File: src/rtl/fp16_pkg.sv
// Shared constants, FSM state type and helpers for the binary16 multiplier front end.
package fp16_pkg;

   localparam int BIAS = 15;
   localparam int MW   = 10;
   localparam int EW   = 5;
   localparam int SIGW = 2 * (MW + 1);

   typedef enum logic [1:0] {
      IDLE,
      MUL,
      DONE
   } mul_state_t;

   // A binary16 value is zero when its exponent and mantissa fields are both clear.
   function automatic logic is_zero16(input logic [15:0] x);
      return (x[14:0] == 15'd0);
   endfunction

endpackage

File: src/rtl/fp16_unpack.sv
// Splits a binary16 value into sign, exponent field and significand with hidden bit.
// Subnormals keep a hidden bit of 0 and are not pre-normalised.
module fp16_unpack
   import fp16_pkg::*;
(
   input  logic [15:0]   x,
   output logic          sign,
   output logic [EW-1:0] exp,
   output logic [MW:0]   sig,
   output logic          is_zero,
   output logic          is_infnan
);

   assign sign      = x[15];
   assign exp       = x[14:10];
   assign sig       = {(x[14:10] != 5'd0), x[MW-1:0]};
   assign is_zero   = is_zero16(x);
   assign is_infnan = &x[14:10];

endmodule

File: src/rtl/fp16_sig_mul.sv
// Sequential binary16 multiplier front end: 11-step shift-add significand product
// plus biased exponent sum, handed downstream as a raw {sig, exp, sign} triple.
module fp16_sig_mul #(
   parameter int BIAS = 15,
   parameter int MW   = 10
) (
   input  logic              clk,
   input  logic              rst,
   input  logic              in_valid,
   output logic              in_ready,
   input  logic [15:0]       a,
   input  logic [15:0]       b,
   output logic              out_valid,
   input  logic              out_ready,
   output logic [2*MW+1:0]   sig,
   output logic [4:0]        exp,
   output logic              sign,
   output logic              exp_ovf,
   output logic              exp_unf,
   output logic              zero
);

   import fp16_pkg::*;

   localparam int SW = MW + 1;
   localparam int PW = 2 * SW;
   localparam logic [3:0]        LAST_CNT = 4'(SW - 1);
   localparam logic signed [6:0] BIAS_7   = 7'(BIAS);

   mul_state_t state_q, state_d;

   logic [PW-1:0] acc_q, mcand_q, acc_step;
   logic [SW-1:0] mplier_q;
   logic [3:0]    cnt_q;
   logic          last_step;

   // Exponent/flag results are computed at capture and parked until the product is done.
   logic [4:0] exp_p;
   logic       sign_p, ovf_p, unf_p, zero_p;

   logic          sign_a, sign_b, zero_a, zero_b, inf_a, inf_b;
   logic [4:0]    exp_a, exp_b;
   logic [MW:0]   sig_a, sig_b;

   logic signed [6:0] e_sum;
   logic              cap_zero, cap_ovf, cap_unf;
   logic [4:0]        cap_exp;

   fp16_unpack u_unpack_a (
      .x         (a),
      .sign      (sign_a),
      .exp       (exp_a),
      .sig       (sig_a),
      .is_zero   (zero_a),
      .is_infnan (inf_a)
   );

   fp16_unpack u_unpack_b (
      .x         (b),
      .sign      (sign_b),
      .exp       (exp_b),
      .sig       (sig_b),
      .is_zero   (zero_b),
      .is_infnan (inf_b)
   );

   // Sum of biased exponents as a 7-bit signed value; range is -15..47 so it never wraps.
   assign e_sum    = signed'({2'b00, exp_a}) + signed'({2'b00, exp_b}) - BIAS_7;
   assign cap_zero = zero_a | zero_b;
   assign cap_ovf  = !cap_zero && ((e_sum >= 7'sd31) || inf_a || inf_b);
   assign cap_unf  = !cap_zero && (e_sum <= 7'sd0);
   assign cap_exp  = (cap_zero || cap_unf) ? 5'd0 :
                     cap_ovf               ? 5'h1f : e_sum[4:0];

   assign acc_step  = mplier_q[0] ? (acc_q + mcand_q) : acc_q;
   assign last_step = (state_q == MUL) && (cnt_q == LAST_CNT);

   // State register.
   always_ff @(posedge clk) begin
      // NOTE: sequential state uses non-blocking assignments so every register
      // samples pre-edge values regardless of statement order.
      if (rst) state_q <= IDLE;
      else     state_q <= state_d;
   end

   // Next-state and handshake outputs.
   always_comb begin
      // NOTE: defaults first so no path through the case leaves a signal unassigned
      // and infers a latch.
      state_d   = state_q;
      in_ready  = 1'b0;
      out_valid = 1'b0;
      unique case (state_q)
         IDLE: begin
            in_ready = 1'b1;
            if (in_valid) state_d = MUL;
         end
         MUL: begin
            if (cnt_q == LAST_CNT) state_d = DONE;
         end
         DONE: begin
            out_valid = 1'b1;
            if (out_ready) state_d = IDLE;
         end
         default: state_d = IDLE;
      endcase
   end

   // Operand capture and one shift-add step per MUL cycle.
   always_ff @(posedge clk) begin
      if (rst) begin
         acc_q    <= '0;
         mcand_q  <= '0;
         mplier_q <= '0;
         cnt_q    <= '0;
         exp_p    <= '0;
         sign_p   <= 1'b0;
         ovf_p    <= 1'b0;
         unf_p    <= 1'b0;
         zero_p   <= 1'b0;
      end else if (state_q == IDLE && in_valid) begin
         acc_q    <= '0;
         mcand_q  <= PW'(sig_a);
         mplier_q <= sig_b;
         cnt_q    <= '0;
         exp_p    <= cap_exp;
         sign_p   <= sign_a ^ sign_b;
         ovf_p    <= cap_ovf;
         unf_p    <= cap_unf;
         zero_p   <= cap_zero;
      end else if (state_q == MUL) begin
         acc_q    <= acc_step;
         mcand_q  <= mcand_q << 1;
         mplier_q <= mplier_q >> 1;
         cnt_q    <= cnt_q + 4'd1;
      end
   end

   // Result registers, loaded only on the final MUL step so they hold through DONE.
   always_ff @(posedge clk) begin
      if (rst) begin
         sig     <= '0;
         exp     <= '0;
         sign    <= 1'b0;
         exp_ovf <= 1'b0;
         exp_unf <= 1'b0;
         zero    <= 1'b0;
      end else if (last_step) begin
         sig     <= zero_p ? '0 : acc_step;
         exp     <= exp_p;
         sign    <= sign_p;
         exp_ovf <= ovf_p;
         exp_unf <= unf_p;
         zero    <= zero_p;
      end
   end

endmodule

File: config.mk
export PLATFORM = sky130hd
export DESIGN_NAME = fp16_sig_mul
export DESIGN_NICKNAME = d
export VERILOG_FILES = /design/src/rtl/fp16_pkg.sv /design/src/rtl/fp16_unpack.sv /design/src/rtl/fp16_sig_mul.sv
export SDC_FILE = /design/constraint.sdc
export NUM_CORES = 1
export LEC_CHECK = 0
export BUFFER_PORTS_ARGS = -buffer_cell sky130_fd_sc_hd__buf_2
export CAP_MARGIN = 15
export CORE_MARGIN = 2
export CORE_UTILIZATION = 35
export DETAILED_ROUTE_END_ITERATION = 12
export SYNTH_ARGS = -nofsm -noshare
export SYNTH_HDL_FRONTEND = slang
export SYNTH_SLANG_ARGS = --single-unit
export TNS_END_PERCENT = 1
File: constraint.sdc
create_clock -name clk -period 2.9 [get_ports clk]
set_clock_uncertainty 0.2 [all_clocks]
set_input_delay 0.145 -clock clk [delete_from_list [all_inputs] [get_ports clk]]
set_output_delay 0.145 -clock clk [all_outputs]
set_load 0.01 [all_outputs]
==> results.json <==
{
  "syn_nets": 729,
  "die_area_um2": 16510,
  "finalHoldViolations": 0,
  "drive_gt1_share_pct": 16.93,
  "setup.worst_path.class": "register to register",
  "slew_headroom_pct": 56.19,
  "grt_pass1_wl_mm": 25.50,
  "cts_setup_buffers": 0,
  "hpwlAfterDp_mm": 11.69,
  "hp-start": "b[14]",
  "die_width_um": 128.5,
  "met2_usage_pct": 32.54,
  "coreArea_um2": 15150,
  "grtUsageMet3_pct": 3.534,
  "drt_first_pass_iters": 5,
  "slew_violations": 0,
  "fin_cells": 938,
  "fin_crit_ns": 2.703,
  "antennaDiodeCount": 0,
  "synth_top_cell_by_area": "dfxtp_1",
  "port_buffers": 68,
  "overflow": 0,
  "dpl.cell_count": 898,
  "synth_top_family_by_area": "compound AO/OA/AOI/OAI gates",
  "ys_warn_count": 0,
  "status": "finished clean",
  "drcViolationCount": 0,
  "rrSetupSlack_ns": 0.20,
  "holdWs_ns": 0.02124,
  "synth-seq-cells": 101,
  "synth_fa_ha_area_share_pct": 8.120,
  "whs_path_depth": 5,
  "synthCells": 659,
  "met1_usage_pct": 24.81,
  "grt_start_max_net_pins": 35,
  "cts_sinks": 101,
  "post-route-util_pct": 43.22,
  "first_global_vias": 5075,
  "crit_path_max_fanout": 6,
  "antenna_found_initial": 0,
  "synth.yosys.seq_area_share_pct": 37.28,
  "worstPathRequired_ns": 2.93,
  "insertion_delay_ns": 0.36,
  "finish.instance_area_um2": 6546,
  "drtAntennaViolNets": 0,
  "yosysTopAreaCellShare_pct": 37.28,
  "hp-class": "primary input to register",
  "grt_usage_pct": 19.62,
  "synth_flop_cell": "dfxtp_1",
  "wl_per_cell_um": 16.60,
  "end_kind": "register",
  "ios": 69,
  "die_h_um": 128.5,
  "max_cap_violations": 0,
  "netlist_area_um2": 5424,
  "htreeDepth": 3,
  "arrival_ns": 2.74,
  "synth-compound-area-share_pct": 23.94,
  "busiest_layer": "met2",
  "cts_tree": "yes",
  "syn_area_per_cell_um2": 8.231,
  "yosys-top-cells-count": "nand2_1 (113), dfxtp_1 (101), a21oi_1 (86)",
  "post_dp_cell_area_um2": 5976,
  "vias": 5159,
  "pwr_density_cell_nw_per_um2": 485.5,
  "muxShareOfSynthArea_pct": 2.076,
  "rsz0062_at_grt": "no",
  "viasPerCell": 5.500,
  "synthXorXnorAreaFrac_pct": 3.714,
  "p_leak_nw": 2.636,
  "r2r_end": "sig[21]$_SDFFE_PP0P_",
  "synth-simple-area-share_pct": 20.42,
  "fin_nets": 815,
  "reg2reg_from": "acc_q[8]$_SDFFE_PP0P_",
  "numCtsBuffers": 9,
  "ys_async_sr_fraction_pct": 0,
  "netlist_top_cells_area": "dfxtp_1 (37%), a21oi_1 (7.9%), nand2_1 (7.8%), ha_1 (7.4%), a22oi_1 (3.0%)",
  "yosysUniqueCellTypes": 68,
  "finalWirelength_mm": 15.57,
  "drt_first_iter_violations": 257,
  "start_kind": "register",
  "max_freq_mhz": 370.0,
  "clkTransAtPathRegs_ns": 0.07,
  "start_util_pct": 35.81,
  "clk_path_buf_depth": 2,
  "reg2reg_depth": 8,
  "setup_viol": 0,
  "min_to": "mplier_q[10]$_SDFFE_PP0P_",
  "cts_root_buf": "clkbuf_16",
  "ir_worst_vdd_v": 0.0003169,
  "period_share_pct": 93.20,
  "synth_edf_count": 0,
  "synth.most_common_cell": "nand2_1",
  "worstMarginPinSlew_ns": 0.6547,
  "gp_congestion": 0.8873,
  "syn_to_final_growth_pct": 20.69,
  "rows": 45
}
==> flip-flops by register name (all words and copies together) (netlist names), 2 cells and up <==
signal    flops
state_q       2
exp           5
mcand_q      22
mplier_q     11
exp_p         5
sig          22
acc_q        22
cnt_q         4
==> per-stage QoR <==
stage | setup slack (ns) | TNS (ns) | total power, mW
CTS | 0.1432 | 0 | 3.209
finish | 0.1972 | 0 | 3.179
global placement | -0.02796 | -0.1110 | 1.839
floorplan | 0.2146 | 0 | 1.736
global route | 0.01586 | 0 | 3.306
detailed placement | -0.1856 | -0.7288 | 1.854
==> worst max path at each step <==
stage | startpoint | endpoint | cells past startpoint
after floorplan | a[11] | exp_p[1]$_SDFFE_PP0P_ | 10
after global placement | a[11] | exp_p[3]$_SDFFE_PP0P_ | 11
after detailed placement | a[11] | exp_p[3]$_SDFFE_PP0P_ | 11
after CTS | acc_q[0]$_SDFFE_PP0P_ | sig[20]$_SDFFE_PP0P_ | 9
after global routing | acc_q[8]$_SDFFE_PP0P_ | acc_q[21]$_SDFFE_PP0P_ | 8
final | acc_q[8]$_SDFFE_PP0P_ | sig[21]$_SDFFE_PP0P_ | 8
==> layer usage <==
layer | part of all wire, % | routed length, um | vias to the layer above
li1 | - | - | 2564
met1 | 45 | 7011 | 2427
met2 | 48 | 7430 | 140
met3 | 4.6 | 714 | 28
met4 | 2.7 | 415 | 0
met5 | 0 | 0 | -
==> worst max-delay path, cell delays in order, from the launching register on <==
cell and delay (ns):
dfxtp_1 0.36, ha_1 0.39, nand4_1 0.13, or3_1 0.36, a21o_1 0.22, a311oi_2 0.44
nor3_1 0.10, nor4_1 0.29, nand2_1 0.09
==> timing repair <==
action / in CTS / in global routing
endpoints found under the setup margin: 0 / 4
hold buffers: 24 / 0
hold endpoints to repair: 23 / 0
gates resized for setup: 0 / 2
==> cell usage in the layout, fill, tap and decap left out, drive strengths merged, types with 4 or more instances in the layout <==
| master | n |
|---|---|
| a211oi | 10 |
| a21o | 10 |
| a21oi | 86 |
| a221o | 4 |
| a22oi | 22 |
| a31oi | 7 |
| a32oi | 5 |
| and3 | 9 |
| buf | 90 |
| clkbuf | 11 |
| dfxtp | 101 |
| dlygate4sd3 | 24 |
| ha | 32 |
| inv | 13 |
| mux2i | 9 |
| nand2 | 114 |
| nand3 | 15 |
| nand4 | 12 |
| nor2 | 39 |
| nor3 | 8 |
| nor4 | 8 |
| o21ai | 21 |
| o22ai | 6 |
| o31ai | 4 |
| or3 | 7 |
| xnor2 | 12 |
| xor2 | 11 |
==> cells by family after synthesis <==
group                    count (synthesis)
AO/OA/AOI/OAI                          202
XOR/XNOR                                23
adder cells (fa/ha/maj)                 34
buffers and inverters                   51
flip-flops                             101
multiplexers                            11
AND/OR/NAND/NOR                        237
==> layout make-up <==
| class | instances | area (um2) |
|---|---|---|
| fill | 1516 | 8600 |
| multi-input combinational | 507 | 3174 |
| sequential | 101 | 2022 |
| timing repair buffer | 114 | 745.7 |
| clock buffer | 11 | 242.7 |
| tap | 188 | 235.2 |
| clock inverter | 5 | 81.33 |
| inverter | 12 | 45.04 |
==> report_power, final <==
group | total (mW) | internal, mW | leakage, nW | switching [mW]
sequential | 1.47 | 1.43 | 0.820 | 0.0376
clock | 1.33 | 0.782 | 0.156 | 0.547
combinational | 0.380 | 0.159 | 1.66 | 0.221
total | 3.18 | 2.37 | 2.64 | 0.806
(Power assumes the default switching activity.)
